`src/rtl/duty_config_ctrl_pkg.sv`:
```
// Shared types, encodings and helpers for the duty configuration controller.
package duty_config_ctrl_pkg;

    localparam int DUTY_MAX_DEFAULT = 10;
    localparam int DUTY_W           = 4;

    // Colour selector as presented on H1.
    typedef enum logic [1:0] {
        H1_NONE  = 2'b00,
        H1_RED   = 2'b01,
        H1_GREEN = 2'b10,
        H1_BLUE  = 2'b11
    } h1_t;

    // Auto-repeat stepping engine states.
    typedef enum logic [1:0] {
        ST_IDLE   = 2'b00,
        ST_DELAY  = 2'b01,
        ST_REPEAT = 2'b10
    } step_state_t;

    function automatic int max3(input int a, input int b, input int c);
        int m;
        m = a;
        if (b > m) m = b;
        if (c > m) m = c;
        return m;
    endfunction

    // Next colour in the none -> red -> green -> blue -> none cycle.
    function automatic h1_t h1_next(input h1_t cur);
        logic [1:0] nxt;
        nxt = cur + 2'b01;
        return h1_t'(nxt);
    endfunction

    // One saturating duty step; a step at the limit returns the value unchanged.
    function automatic logic [DUTY_W-1:0] duty_step(input logic [DUTY_W-1:0] cur,
                                                    input logic              up,
                                                    input logic [DUTY_W-1:0] lim);
        logic [DUTY_W-1:0] res;
        res = cur;
        if (up) begin
            if (cur < lim) res = cur + 1'b1;
        end else begin
            if (cur != '0) res = cur - 1'b1;
        end
        return res;
    endfunction

endpackage

```
`src/rtl/btn_debounce.sv`:
```
// Button conditioner: 2-flop synchronizer, tick-based debounce, press pulse.
module btn_debounce #(
    parameter int DEB_TICKS = 8
) (
    input  logic clk,
    input  logic clr,
    input  logic ce_in,
    input  logic btn_raw,
    output logic level,
    output logic press
);

    localparam int                CNT_W    = $clog2(DEB_TICKS + 1);
    localparam logic [CNT_W-1:0]  CNT_LAST = CNT_W'(DEB_TICKS - 1);

    logic             sync1_q, sync1_d;
    logic             sync2_q, sync2_d;
    logic             deb_q,   deb_d;
    logic             press_q, press_d;
    logic [CNT_W-1:0] cnt_q,   cnt_d;

    // Count consecutive ticks where the synchronized level disagrees; toggle on the last one.
    always_comb begin
        sync1_d = btn_raw;
        sync2_d = sync1_q;
        deb_d   = deb_q;
        cnt_d   = cnt_q;
        press_d = 1'b0;
        if (ce_in) begin
            if (sync2_q != deb_q) begin
                if (cnt_q == CNT_LAST) begin
                    deb_d   = ~deb_q;
                    cnt_d   = '0;
                    press_d = ~deb_q;
                end else begin
                    cnt_d = cnt_q + 1'b1;
                end
            end else begin
                cnt_d = '0;
            end
        end
    end

    // State registers; reset clears the synchronizer so a held button must re-qualify.
    always_ff @(posedge clk or posedge clr) begin
        if (clr) begin
            sync1_q <= 1'b0;
            sync2_q <= 1'b0;
            deb_q   <= 1'b0;
            press_q <= 1'b0;
            cnt_q   <= '0;
        end else begin
            sync1_q <= sync1_d;
            sync2_q <= sync2_d;
            deb_q   <= deb_d;
            press_q <= press_d;
            cnt_q   <= cnt_d;
        end
    end

    assign level = deb_q;
    assign press = press_q;

endmodule

```
`src/rtl/duty_config_ctrl.sv`:
```
// RGB duty configuration: colour select plus up/down stepping with auto-repeat.
module duty_config_ctrl
    import duty_config_ctrl_pkg::*;
#(
    parameter int DEB_TICKS = 8,
    parameter int RPT_DELAY = 50,
    parameter int RPT_RATE  = 10,
    parameter int DUTY_MAX  = DUTY_MAX_DEFAULT
) (
    input  logic              CLK,
    input  logic              CLR,
    input  logic              CE_IN,
    input  logic              BTN_SEL,
    input  logic              BTN_UP,
    input  logic              BTN_DN,
    output logic [1:0]        H1,
    output logic [DUTY_W-1:0] RED_DUTY,
    output logic [DUTY_W-1:0] GREEN_DUTY,
    output logic [DUTY_W-1:0] BLUE_DUTY,
    output logic              CHG
);

    localparam int                CNT_MAX    = max3(RPT_DELAY, RPT_RATE, DEB_TICKS);
    localparam int                CNT_W      = $clog2(CNT_MAX + 1);
    localparam logic [CNT_W-1:0]  DELAY_LOAD = CNT_W'(RPT_DELAY);
    localparam logic [CNT_W-1:0]  RATE_LOAD  = CNT_W'(RPT_RATE);
    localparam logic [CNT_W-1:0]  CNT_ONE    = CNT_W'(1);
    localparam logic [DUTY_W-1:0] DUTY_LIM   = DUTY_W'(DUTY_MAX);

    logic sel_level_unused, sel_press;
    logic up_lvl, up_press;
    logic dn_lvl, dn_press;

    btn_debounce #(.DEB_TICKS(DEB_TICKS)) u_sel (
        .clk(CLK), .clr(CLR), .ce_in(CE_IN), .btn_raw(BTN_SEL),
        .level(sel_level_unused), .press(sel_press)
    );

    btn_debounce #(.DEB_TICKS(DEB_TICKS)) u_up (
        .clk(CLK), .clr(CLR), .ce_in(CE_IN), .btn_raw(BTN_UP),
        .level(up_lvl), .press(up_press)
    );

    btn_debounce #(.DEB_TICKS(DEB_TICKS)) u_dn (
        .clk(CLK), .clr(CLR), .ce_in(CE_IN), .btn_raw(BTN_DN),
        .level(dn_lvl), .press(dn_press)
    );

    step_state_t       st_q, st_d;
    logic [CNT_W-1:0]  cnt_q, cnt_d;
    logic              dir_up_q, dir_up_d;
    h1_t               h1_q, h1_d;
    logic [DUTY_W-1:0] red_q, red_d;
    logic [DUTY_W-1:0] green_q, green_d;
    logic [DUTY_W-1:0] blue_q, blue_d;
    logic              chg_q, chg_d;

    logic step_en;
    logic step_up;
    logic held_lvl;
    logic opp_lvl;

    // Stepping engine: first step on press, delayed first repeat, then fixed-rate repeats.
    always_comb begin
        st_d     = st_q;
        cnt_d    = cnt_q;
        dir_up_d = dir_up_q;
        step_en  = 1'b0;
        step_up  = dir_up_q;
        held_lvl = dir_up_q ? up_lvl : dn_lvl;
        opp_lvl  = dir_up_q ? dn_lvl : up_lvl;
        unique case (st_q)
            ST_IDLE: begin
                // A simultaneous press of both sees the other level high and is ignored.
                if (up_press && !dn_lvl) begin
                    step_en  = 1'b1;
                    step_up  = 1'b1;
                    dir_up_d = 1'b1;
                    cnt_d    = DELAY_LOAD;
                    st_d     = ST_DELAY;
                end else if (dn_press && !up_lvl) begin
                    step_en  = 1'b1;
                    step_up  = 1'b0;
                    dir_up_d = 1'b0;
                    cnt_d    = DELAY_LOAD;
                    st_d     = ST_DELAY;
                end
            end
            ST_DELAY, ST_REPEAT: begin
                if (!held_lvl || opp_lvl) begin
                    st_d  = ST_IDLE;
                    cnt_d = '0;
                end else if (CE_IN) begin
                    if (cnt_q <= CNT_ONE) begin
                        step_en = 1'b1;
                        cnt_d   = RATE_LOAD;
                        st_d    = ST_REPEAT;
                    end else begin
                        cnt_d = cnt_q - 1'b1;
                    end
                end
            end
            default: begin
                st_d  = ST_IDLE;
                cnt_d = '0;
            end
        endcase
    end

    // Apply steps to the colour selected before any same-cycle SEL advance.
    always_comb begin
        red_d   = red_q;
        green_d = green_q;
        blue_d  = blue_q;
        h1_d    = sel_press ? h1_next(h1_q) : h1_q;
        if (step_en) begin
            unique case (h1_q)
                H1_RED:   red_d   = duty_step(red_q,   step_up, DUTY_LIM);
                H1_GREEN: green_d = duty_step(green_q, step_up, DUTY_LIM);
                H1_BLUE:  blue_d  = duty_step(blue_q,  step_up, DUTY_LIM);
                default:  ;
            endcase
        end
        chg_d = (red_d != red_q) || (green_d != green_q) ||
                (blue_d != blue_q) || (h1_d != h1_q);
    end

    // Registered engine state and outputs.
    always_ff @(posedge CLK or posedge CLR) begin
        if (CLR) begin
            st_q     <= ST_IDLE;
            cnt_q    <= '0;
            dir_up_q <= 1'b0;
            h1_q     <= H1_NONE;
            red_q    <= '0;
            green_q  <= '0;
            blue_q   <= '0;
            chg_q    <= 1'b0;
        end else begin
            st_q     <= st_d;
            cnt_q    <= cnt_d;
            dir_up_q <= dir_up_d;
            h1_q     <= h1_d;
            red_q    <= red_d;
            green_q  <= green_d;
            blue_q   <= blue_d;
            chg_q    <= chg_d;
        end
    end

    assign H1         = h1_q;
    assign RED_DUTY   = red_q;
    assign GREEN_DUTY = green_q;
    assign BLUE_DUTY  = blue_q;
    assign CHG        = chg_q;

endmodule

```
`config.mk`:
```
export PLATFORM = sky130hd
export DESIGN_NAME = duty_config_ctrl
export DESIGN_NICKNAME = d
export VERILOG_FILES = /design/src/rtl/duty_config_ctrl_pkg.sv /design/src/rtl/btn_debounce.sv /design/src/rtl/duty_config_ctrl.sv
export SDC_FILE = /design/constraint.sdc
export NUM_CORES = 1
export LEC_CHECK = 0
export CAP_MARGIN = 40
export CORE_ASPECT_RATIO = 0.6
export CORE_MARGIN = 10
export CORE_UTILIZATION = 50
export CTS_CLUSTER_SIZE = 30
export DETAILED_ROUTE_END_ITERATION = 8
export DONT_BUFFER_PORTS = 1
export GPL_ROUTABILITY_DRIVEN = 0
export SETUP_SLACK_MARGIN = 0.15
export SLEW_MARGIN = 10
export SYNTH_ARGS = -nofsm -noshare
export SYNTH_HDL_FRONTEND = slang
export SYNTH_SLANG_ARGS = --single-unit
```
`constraint.sdc`:
```
create_clock -name CLK -period 4.2 [get_ports CLK]
set_input_delay 0.84 -clock CLK [delete_from_list [all_inputs] [get_ports CLK]]
set_output_delay 0.84 -clock CLK [all_outputs]
set_load 0.005 [all_outputs]
```
* Word level (Yosys, flattened, before mapping)
Index checks and enable logic that the tools add are counted.
Word-level totals: flip-flop bits (word level) 48
Operators by class: add/subtract/negate cells 11, order comparisons 4, eq/ne operators 18, mux-type cells 54, bitwise gates (word level) 3, reduce and logical (&&, ||, !) cells 19
Operators by type and width (count):
- 4-bit 2-to-1 mux | 21
- 6-bit 2-to-1 mux | 5
- 4-bit by 1-bit adder with 4-bit output, second input constant | 6
- 1-bit 2-to-1 mux | 19
- 4-bit by 3-bit equality test with 1-bit output, second input constant | 3
- 4-bit < comparator, second input constant | 3
- 2-bit 2-to-1 mux | 6
- 4-bit inequality test | 3
- 6-bit one-hot mux with 2 select lines | 1
- 3-bit AND reduction | 4
- 4-bit nonzero test | 3
- 4-bit by 1-bit subtractor with 4-bit output, second input constant | 3
- 3-bit inequality test, second input constant | 3
- 2-bit equality test, second input constant | 3
- 6-bit by 1-bit less-or-equal comparator with 1-bit output, second input constant | 1
- 6-bit by 1-bit subtractor with 6-bit output, second input constant | 1
- 2-bit by 1-bit equality test with 1-bit output, second input constant | 2
- 1-bit logical OR | 4
- 2-bit one-hot mux with 2 select lines | 1
- 1-bit logical NOT | 3
- 1-bit inequality test | 3
- 1-bit NOT | 3
- 2-bit by 1-bit adder with 2-bit output, second input constant | 1
- 1-bit logical AND | 2
- other kinds (5) | 5

* Depth between registers and ports, before layout
Gate-level depths: netlist (run 1).
word-level depth 12, mapped depth 9

* Hierarchy
Synthesis (run 1) repeated with hierarchy kept, for this count alone.
Second synthesis, totals: cell total of the unflattened synthesis 294, area, all modules 2820.2 µm²
Modules (own cells, without submodules):
- duty_config_ctrl | instances 1, cells an instance 207, area each 1799.2 µm², seq. area each 600.6 µm²
- btn_debounce | instances 3, cells an instance 29, area each 340.3 µm², seq. area each 200.2 µm²

* Least setup slack after synthesis (run 1)
Ideal clock, no wire load.
path type in2reg, start in CE_IN, end reg red_q[3] (netlist: RED_DUTY[3]), library setup time 0.125 ns, data arrival time 2.143 ns, required time 4.075 ns, setup slack 1.932 ns, stages 6, cells stage by stage buf_2 -> clkinv_1 -> o41ai_4 -> buf_6 -> nand2_2 -> mux2_4
On the way: word-level cells in the longest chain between the ends 4
Ends and longest elaborated chain:
- start: declaration | RTL line duty_config_ctrl.sv:12 | input logic CE_IN,
- 1-bit 2-to-1 mux | RTL line duty_config_ctrl.sv:93 | end else if (CE_IN) begin
- 1-bit 2-to-1 mux | RTL line duty_config_ctrl.sv:90 | if (!held_lvl || opp_lvl) begin
- 1-bit one-hot mux with 2 select lines | RTL line duty_config_ctrl.sv:72 | unique case (st_q)
- 4-bit 2-to-1 mux | RTL line duty_config_ctrl.sv:116 | if (step_en) begin
- named net red_d[3] | RTL line duty_config_ctrl.sv:53 | logic [DUTY_W-1:0] red_q, red_d;
- end signal: assignment | RTL line duty_config_ctrl.sv:144 | red_q <= red_d;
- end: declaration | RTL line duty_config_ctrl.sv:53
The timed path passes the listed nets, and every way through them passes these cells. A chain may end at the register's enable or synchronous reset.

* Worst setup path in the final report (run 1)
start reg st_q[0], end reg green_q[3] (netlist: GREEN_DUTY[3])
On the way: word-level cells in the longest chain between the ends 5, elaborated cells between the ends (all ways) 9, classes of those cells eq/ne: 2; mux: 5; reduce/logical: 2
Ends and longest elaborated chain:
- start: declaration | RTL line duty_config_ctrl.sv:49 | step_state_t st_q, st_d;
- start signal: assignment | RTL line duty_config_ctrl.sv:140 | st_q <= st_d;
- 2-bit logical NOT | RTL line duty_config_ctrl.sv:72
- 1-bit 2-to-1 mux
- 4-bit 2-to-1 mux | RTL line duty_config_ctrl_pkg.sv:43 | if (up) begin
- 4-bit 2-to-1 mux | RTL line duty_config_ctrl.sv:117 | unique case (h1_q)
- 4-bit 2-to-1 mux * | RTL line duty_config_ctrl.sv:116
- named net green_d[3] | RTL line duty_config_ctrl.sv:54 | logic [DUTY_W-1:0] green_q, green_d;
- end signal: assignment | RTL line duty_config_ctrl.sv:145 | green_q <= green_d;
- end: declaration | RTL line duty_config_ctrl.sv:54
Mark *: on every way through the listed nets, which the timed path passes. The rest lies on a longest branch.

==> results.md, run 1 <==
- Status: finished clean
- #FFs+latches synth: 48
- Share of total power in sequential cells: 0.477
- Post-Syn Nets: 319
- Ranking of synthesized cells by area: dfrtp_1 (41%), ha_1 (6.8%), o21ai_0 (3.9%)
- Distinct cells, synth: 60
- Leak: 1.33 nW
- DIE HEIGHT: 79.3 µm
- Async SR Flop Fraction: 1.00
- Relative slew slack: 0.621
- Share of cells above drive strength 1: 0.105
- Hold/Removal Path Class: input port to asynchronous set/reset pin
- Setup Buffers After CTS: 0
- Avg Inst Size Synth: 9.85 µm²
- Setup slack at placement: 1.56 ns
- IO Count: 21
- Biggest area consumer among synthesized cells: dfrtp_1
- Tot GR Track Use: 0.131
- P_sw: 0.000461 W
- Bufs on Longest Clock Path: 2
- Worst path required time: 4.38 ns
- Commonest non-fill, non-tap cell in the layout: dfrtp_1
- Die width: 119 µm
- Min setup slack post-route: 1.51 ns
- Fmax achieved: 372 MHz
- Clock skew: 0.00826 ns
- Post-CTS Hold Buffers: 0
- DRT Wirelength: 6110 µm
- Synth Flop Type: dfrtp_1
- Gate Count Post-Synth: 297
- Critical path, cell by cell: inv_1 > ha_1 > nand3b_4 > a21oi_4 > inv_2 > or3_1 > a221oi_1 > a31oi_1
- Dpl hpwl: 4390 µm
- Worst VDD drop: 0.000228 V
- Slowest CP cell: a21oi_4
- CP top delay family: compound AO/OA/AOI/OAI gates
- CP Class: flop to flop
- Vias in the first global route: 2042
- RSZ-0062 raised after global routing: false
- Internal power: 0.000819 W
- Fin Hold WS: 0.346 ns
- CORE AREA: 5620 µm²
- Vias/cell: 5.88
- Gr ovfl total: 0
- Crit path DAT: 2.86 ns
- Worst path bufs/invs: 2
- Max incr delay on CP: 0.51 ns
- Row count: 21
- H-tree depth: 2
- Fin crit share: 0.640
- Antenna violations before repair: 0
- Combinational Power Share: 0.290
- Slew @ Worst Pin: 0.567 ns
- Final hold vios: 0
- Tmin final: 2.69 ns
- Clock share of power: 0.233
- CP Max Fanout: 18
- Cts bufs inserted: 5
- Critical Path Source Type: flop
- First-pass GRT wire length: 10300 µm
- Number of DRC markers in iteration 0: 164
- Number of synthesized flops with an enable pin: 0
- Yosys Warn Count: 0
- Slew Limit Fails: 0
- Yosys top cell area share: 0.411
- Post-cts sizing count: 0
- Switching Share: 0.360
- Wire per inst: 16.3 µm
- Pwr Density: 416 nW/µm²
- Most frequent cells in the layout: dfrtp_1 (48), nand2_1 (28), o21ai_0 (23)
- CTS tree: done
- Post-synthesis sequential area ratio: 0.411
- Starting density of the core: 0.520
- Post-Syn Area: 2930 µm²
- Via Count: 2204
- Area grow syn2layout: 5.09%
- Port bufs: 0
- Clk root buf: clkbuf_8
- Sink Count: 48
- Die area: 9410 µm²
- N_diodes: 0
- Register clock-pin slew on the reported worst setup and hold paths: 0.09 ns
- Max Cap Violations: 0
- CP endpoint kind: flop
- Drt drc: 0
- Final setup fails: 0
- Fillers: 500
- DRT antenna net count: 0
- Nets: 316
- Final TNS setup: 0 ns
- DR pass1 iterations: 5
- Largest net degree at the start of global routing: 37
- Clk_lat worst skew: 0.31 ns
-- final timing paths --
kind / from / end / slack (ns) / cells after the start
max reg2reg: st_q[0] / GREEN_DUTY[3] / 1.51 / 8
max: st_q[0] / GREEN_DUTY[3] / 1.51 / 8
min in group CLK: u_sel.sync1_q / u_sel.sync2_q / 0.36 / 0
max in group asynchronous: CLR / cnt_q[3] / 3.37 / 2
min: CLR / u_sel.cnt_q[2] / 0.35 / 1
min reg2reg: u_sel.sync1_q / u_sel.sync2_q / 0.36 / 0
-- cell usage after synthesis, types with 6 or more instances --
library cell,count
a31oi_1,8
dfrtp_1,48
nand2_1,28
nand3_1,14
nor3_1,6
o31ai_1,7
a21oi_1,8
o21ai_0,23
ha_1,16
nor2_1,13
inv_1,22
mux2i_1,9
-- stage by stage --
stage	power, W	utilization	instances	area [µm²]
after floorplan	0.000904	-	297	2930
after global placement	0.000982	0.524	365	2950
after detailed placement	0.000991	0.530	367	2980
after CTS	0.00129	0.547	375	3070
after global routing	0.00137	0.547	375	3070
final	0.00128	0.547	375	3070
-- logic make-up after synthesis --
kind of cell / Yosys count / synth area share
AND/OR/NAND/NOR: 95 / 0.177
XOR/XNOR: 7 / 0.0210
adder cells (fa/ha/maj): 16 / 0.0684
buffers and inverters: 37 / 0.0603
flip-flops: 48 / 0.411
AO/OA/AOI/OAI: 81 / 0.216
multiplexers: 13 / 0.0475
-- flip-flops by register name (all words and copies together) (netlist names) --
| register | count |
|---|---|
| u_sel.sync2_q | 1 |
| GREEN_DUTY | 4 |
| u_sel.level | 1 |
| H1 | 2 |
| dir_up_q | 1 |
| st_q | 2 |
| RED_DUTY | 4 |
| u_up.sync1_q | 1 |
| u_sel.sync1_q | 1 |
| u_dn.cnt_q | 4 |
| u_up.sync2_q | 1 |
| CHG | 1 |
| u_dn.sync1_q | 1 |
| u_dn.level | 1 |
| u_dn.sync2_q | 1 |
| u_up.level | 1 |
| cnt_q | 6 |
| BLUE_DUTY | 4 |
| u_dn.press | 1 |
| u_up.cnt_q | 4 |
| u_up.press | 1 |
| u_sel.cnt_q | 4 |
| u_sel.press | 1 |
-- power groups by stage --
stage	Combinational [W]	Sequential, W	Clock (W)
floorplan	0.000305	0.000599	0
global placement	0.000362	0.000619	0
detailed placement	0.000370	0.000621	0
CTS	0.000371	0.000612	0.000309
global route	0.000419	0.000627	0.000328
finish	0.000371	0.000611	0.000298
-- cell type report --
type	instances	area (µm²)	area share
repair buffers	3	38.8	0.0126
inverters	24	90.1	0.0293
clock inverters	2	13.8	0.00448
multi-input cells	212	1550	0.503
clock buffers	6	82.6	0.0269
well taps	80	100	0.0326
flip-flops and latches	48	1200	0.391
-- metal layers --
metal | routed length [µm] | global-route usage
met1 | 3240 | 0.191
met2 | 2450 | 0.181
met3 | 340 | 0.0360
met4 | 76 | 0.0400
met5 | 0 | 0
Note: power is estimated with default switching activity, not from simulation.
==> run 2: changes to the inputs <==
==> constraint.sdc (replaced) <==
create_clock -name CLK -period 2.65 [get_ports CLK]
set_input_delay 0.53 -clock CLK [delete_from_list [all_inputs] [get_ports CLK]]
set_output_delay 0.53 -clock CLK [all_outputs]
set_load 0.005 [all_outputs]
==> results.md, run 2 (synthesis results as in run 1) <==
- Sink Count: 48
- Row count: 21
- Area grow syn2layout: 6.42%
- CP Class: flop to flop
- Clk_lat worst skew: 0.31 ns
- Die width: 119 µm
- Max reg flops: 6
- Cts bufs inserted: 5
- Finished Core Util: 0.554
- Setup slack at placement: 0.364 ns
- Critical Path Source Type: flop
- Vias/cell: 5.90
- Dpl hpwl: 4430 µm
- Vias in the first global route: 2010
- Slew @ Worst Pin: 0.537 ns
- CP Max Fanout: 9
- Largest net degree at the start of global routing: 21
- Fmax achieved: 466 MHz
- Drt drc: 0
- Final hold vios: 0
- Commonest non-fill, non-tap cell in the layout: dfrtp_1
- Biggest register: cnt_q
- Setup Buffers After CTS: 0
- Gr ovfl total: 0
- Max incr delay on CP: 0.54 ns
- Internal power: 0.00140 W
- Tmin final: 2.15 ns
- Clk root buf: clkbuf_8
- Status: finished clean
- Final TNS setup: 0 ns
- Reg-to-reg slack, setup: 0.50 ns
- Bufs on Longest Clock Path: 2
- Hold/Removal Path Class: input port to asynchronous set/reset pin
- Port bufs: 0
- Worst VDD drop: 0.000385 V
- DRT Wirelength: 5950 µm
- CTS tree: done
- Worst path required time: 2.85 ns
- Combinational Power Share: 0.277
- DIE HEIGHT: 79.3 µm
- CP endpoint kind: flop
- First-pass GRT wire length: 10200 µm
- N_diodes: 0
- Max Cap Violations: 0
- DRT antenna net count: 0
- CORE AREA: 5620 µm²
- Die area: 9410 µm²
- Fin crit share: 0.811
- P_sw: 0.000729 W
- Tot GR Track Use: 0.127
- Number of DRC markers in iteration 0: 195
- Min setup slack post-route: 0.502 ns
- Share of cells above drive strength 1: 0.117
- IO Count: 21
- Via Count: 2235
- Clock skew: 0.00793 ns
- Register clock-pin slew on the reported worst setup and hold paths: 0.10 ns
- Starting density of the core: 0.520
- Final setup fails: 0
- DR pass1 iterations: 4
- Pwr Density: 683 nW/µm²
- Critical path, cell by cell: inv_1 > ha_1 > nor3b_1 > a211oi_1 > nor2_1 > a41o_1 > a221oi_2
- Share of total power in sequential cells: 0.456
- Fillers: 502
- Wire per inst: 15.7 µm
- Post-cts sizing count: 0
- Worst path bufs/invs: 1
- Post-CTS Hold Buffers: 0
- Nets: 320
- Leak: 1.35 nW
- Relative slew slack: 0.640
- Switching Share: 0.343
- H-tree depth: 2
- Antenna violations before repair: 0
- CP top delay family: compound AO/OA/AOI/OAI gates
- Slew Limit Fails: 0
- Slowest CP cell: dfrtp_1
- RSZ-0062 raised after global routing: false
- Crit path DAT: 2.35 ns
- Clock share of power: 0.267
- Most frequent cells in the layout: dfrtp_1 (48), nand2_1 (28), o21ai_0 (23)
## run 2: worst paths after layout
path,endpoint,cells after the start,start
hold reg to reg,u_sel.sync2_q,0,u_sel.sync1_q
setup / recovery,GREEN_DUTY[1],7,GREEN_DUTY[1]
setup reg to reg,GREEN_DUTY[1],7,GREEN_DUTY[1]
max in group asynchronous,cnt_q[2],2,CLR
hold / removal,u_dn.cnt_q[2],1,CLR
min in group CLK,u_up.sync1_q,0,BTN_UP
## run 2: stage by stage
stage          hold WS (ns)  instance area, µm²  power (W)  cells
4_1_cts              0.0873                3110    0.00214    378
3_3_place_gp          0.334                2980    0.00156    370
2_1_floorplan         0.331                2930    0.00143    297
5_1_grt               0.105                3110    0.00228    379
6_report             0.0820                3110    0.00213    379
3_5_place_dp          0.337                2980    0.00157    370
## run 2: cell type report
cell class                      instances  area, µm²  area share
Tap cell                               80        100      0.0322
Timing Repair Buffer                    7       52.6      0.0169
Clock buffer                            6       82.6      0.0265
Clock inverter                          2       38.8      0.0125
Multi-Input combinational cell        212       1550       0.497
Inverter                               24       90.1      0.0289
Sequential cell                        48       1200       0.386
## run 2: layer usage
layer,part of all wire,global-route usage,wire length (µm)
met5,0,0,0
met4,0.0054,0.0291,32
met3,0.063,0.0360,377
met2,0.38,0.167,2280
met1,0.55,0.196,3260
## run 2: power groups by stage
stage	logic [W]	registers (W)	clock network, W
3_5_place_dp	0.000581	0.000985	0
2_1_floorplan	0.000484	0.000949	0
3_3_place_gp	0.000583	0.000981	0
6_report	0.000589	0.000969	0.000567
4_1_cts	0.000586	0.000969	0.000586
5_1_grt	0.000674	0.000988	0.000615
==> run 3: changes to the inputs <==
==> constraint.sdc (replaced) <==
create_clock -name CLK -period 2.1 [get_ports CLK]
set_input_delay 0.42 -clock CLK [delete_from_list [all_inputs] [get_ports CLK]]
set_output_delay 0.42 -clock CLK [all_outputs]
set_load 0.005 [all_outputs]
==> results.md, run 3 (synthesis results as in run 1) <==
- Cts bufs inserted: 5
- Gr ovfl total: 0
- Share of total power in sequential cells: 0.435
- P_sw: 0.00100 W
- Crit path DAT: 2.15 ns
- H-tree depth: 2
- Slew Limit Fails: 0
- Internal power: 0.00179 W
- Slew @ Worst Pin: 0.434 ns
- Largest net degree at the start of global routing: 49
- Sink Count: 48
- Number of DRC markers in iteration 0: 196
- Vias/cell: 5.92
- Wire per inst: 16.6 µm
- First-pass GRT wire length: 10600 µm
- Post-CTS Hold Buffers: 0
- DIE HEIGHT: 79.3 µm
- CP Max Fanout: 5
- Bufs on Longest Clock Path: 2
- CP Class: flop to flop
- Worst reg2reg path depth: 8
- Starting density of the core: 0.520
- Via Count: 2384
- Final TNS setup: 0 ns
- Share of cells above drive strength 1: 0.235
- Hold/Removal Path Class: input port to asynchronous set/reset pin
- Critical Path Source Type: flop
- Final setup fails: 0
- Leak: 1.51 nW
- IO Count: 21
- Final hold vios: 0
- Antenna violations before repair: 0
- Clk root buf: clkbuf_8
- RSZ-0062 raised after global routing: true
- CP endpoint kind: flop
- Max Cap Violations: 0
- Design Power: 0.00279 W
- Clock share of power: 0.214
- Worst path bufs/invs: 4
- Combinational Power Share: 0.350
- Row count: 21
- Critical path depth: 8
- N_diodes: 0
- Clk_lat worst skew: 0.30 ns
- Slowest CP cell: dfrtp_1
- Dpl hpwl: 4410 µm
- Register clock-pin slew on the reported worst setup and hold paths: 0.09 ns
- Fmax achieved: 506 MHz
- Setup slack at placement: 0.0344 ns
- Nets: 344
- Max incr delay on CP: 0.41 ns
- Switching Share: 0.360
- DR pass1 iterations: 5
- Drt drc: 0
- CTS tree: done
- CP top delay family: buffers and inverters
- Critical path, cell by cell: buf_4 > buf_6 > ha_4 > o41ai_4 > buf_4 > buf_6 > and4_1 > a221oi_2
- Vias in the first global route: 2024
- Fillers: 450
- Port bufs: 0
- Clock skew: 0.00362 ns
- Max reg flops: 6
- Pwr Density: 808 nW/µm²
- Worst path required time: 2.28 ns
- Tmin final: 1.98 ns
- Status: finished clean
- Area grow syn2layout: 18.0%
- Die width: 119 µm
- Fin Hold WS: 0.0264 ns
- Min setup slack post-route: 0.124 ns
- Die area: 9410 µm²
- Most frequent cells in the layout: dfrtp_1 (47), nand2_1 (28), o21ai_0 (22), buf_4 (22), inv_1 (19)
- Tot GR Track Use: 0.135
- Biggest register: cnt_q
- Relative slew slack: 0.711
- Fin crit share: 0.941
- DRT antenna net count: 0
- CORE AREA: 5620 µm²
- DRT Wirelength: 6670 µm
- Commonest non-fill, non-tap cell in the layout: dfrtp_1
- Worst VDD drop: 0.000436 V
run 3: repair_timing:
item / 4_1_cts / 5_1_grt
gates resized for setup: 7 / 20
setup endpoints to repair: 6 / 13
endpoints found under the hold margin: 0 / 0
pin swaps: 2 / 14
gates cloned: 0 / 2
setup buffers: 7 / 8
run 3: worst paths after layout:
path	to	start	slack (ns)
max in group asynchronous	dir_up_q	CLR	1.84
max	GREEN_DUTY[1]	st_q[0]	0.12
min in group CLK	u_sel.sync1_q	BTN_SEL	0.14
min	RED_DUTY[2]	CLR	0.03
min reg2reg	u_dn.sync2_q	u_dn.sync1_q	0.36
max reg2reg	GREEN_DUTY[1]	st_q[0]	0.12
run 3: cell type report:
| class | count | area, µm² | share of cell area |
|---|---|---|---|
| clock buffer | 6 | 82.6 | 0.0239 |
| timing repair buffer | 31 | 312 | 0.0902 |
| tap | 80 | 100 | 0.0290 |
| multi-input combinational | 212 | 1650 | 0.478 |
| sequential | 48 | 1200 | 0.348 |
| inverter | 24 | 92.6 | 0.0268 |
| clock inverter | 2 | 13.8 | 0.00399 |
run 3: power by group through the flow:
stage	Sequential (W)	Combinational, W	Clock, W
finish	0.00122	0.000978	0.000598
global route	0.00124	0.00108	0.000666
CTS	0.00121	0.000856	0.000621
detailed placement	0.00123	0.000791	0
global placement	0.00123	0.000787	0
floorplan	0.00120	0.000616	0
run 3: through the flow:
step	instance area (µm²)	instances	utilization
CTS	3270	394	0.582
global placement	3090	379	0.550
finish	3450	403	0.614
global route	3450	403	0.614
floorplan	2930	297	-
detailed placement	3090	379	0.550
run 3: layer usage:
| metal | wire (µm) | up-vias | track usage |
|---|---|---|---|
| met5 | 0 | - | 0 |
| met4 | 53 | 0 | 0.0364 |
| met3 | 473 | 5 | 0.0353 |
| met2 | 2780 | 86 | 0.178 |
| met1 | 3360 | 1152 | 0.206 |
| li1 | - | 1141 | - |
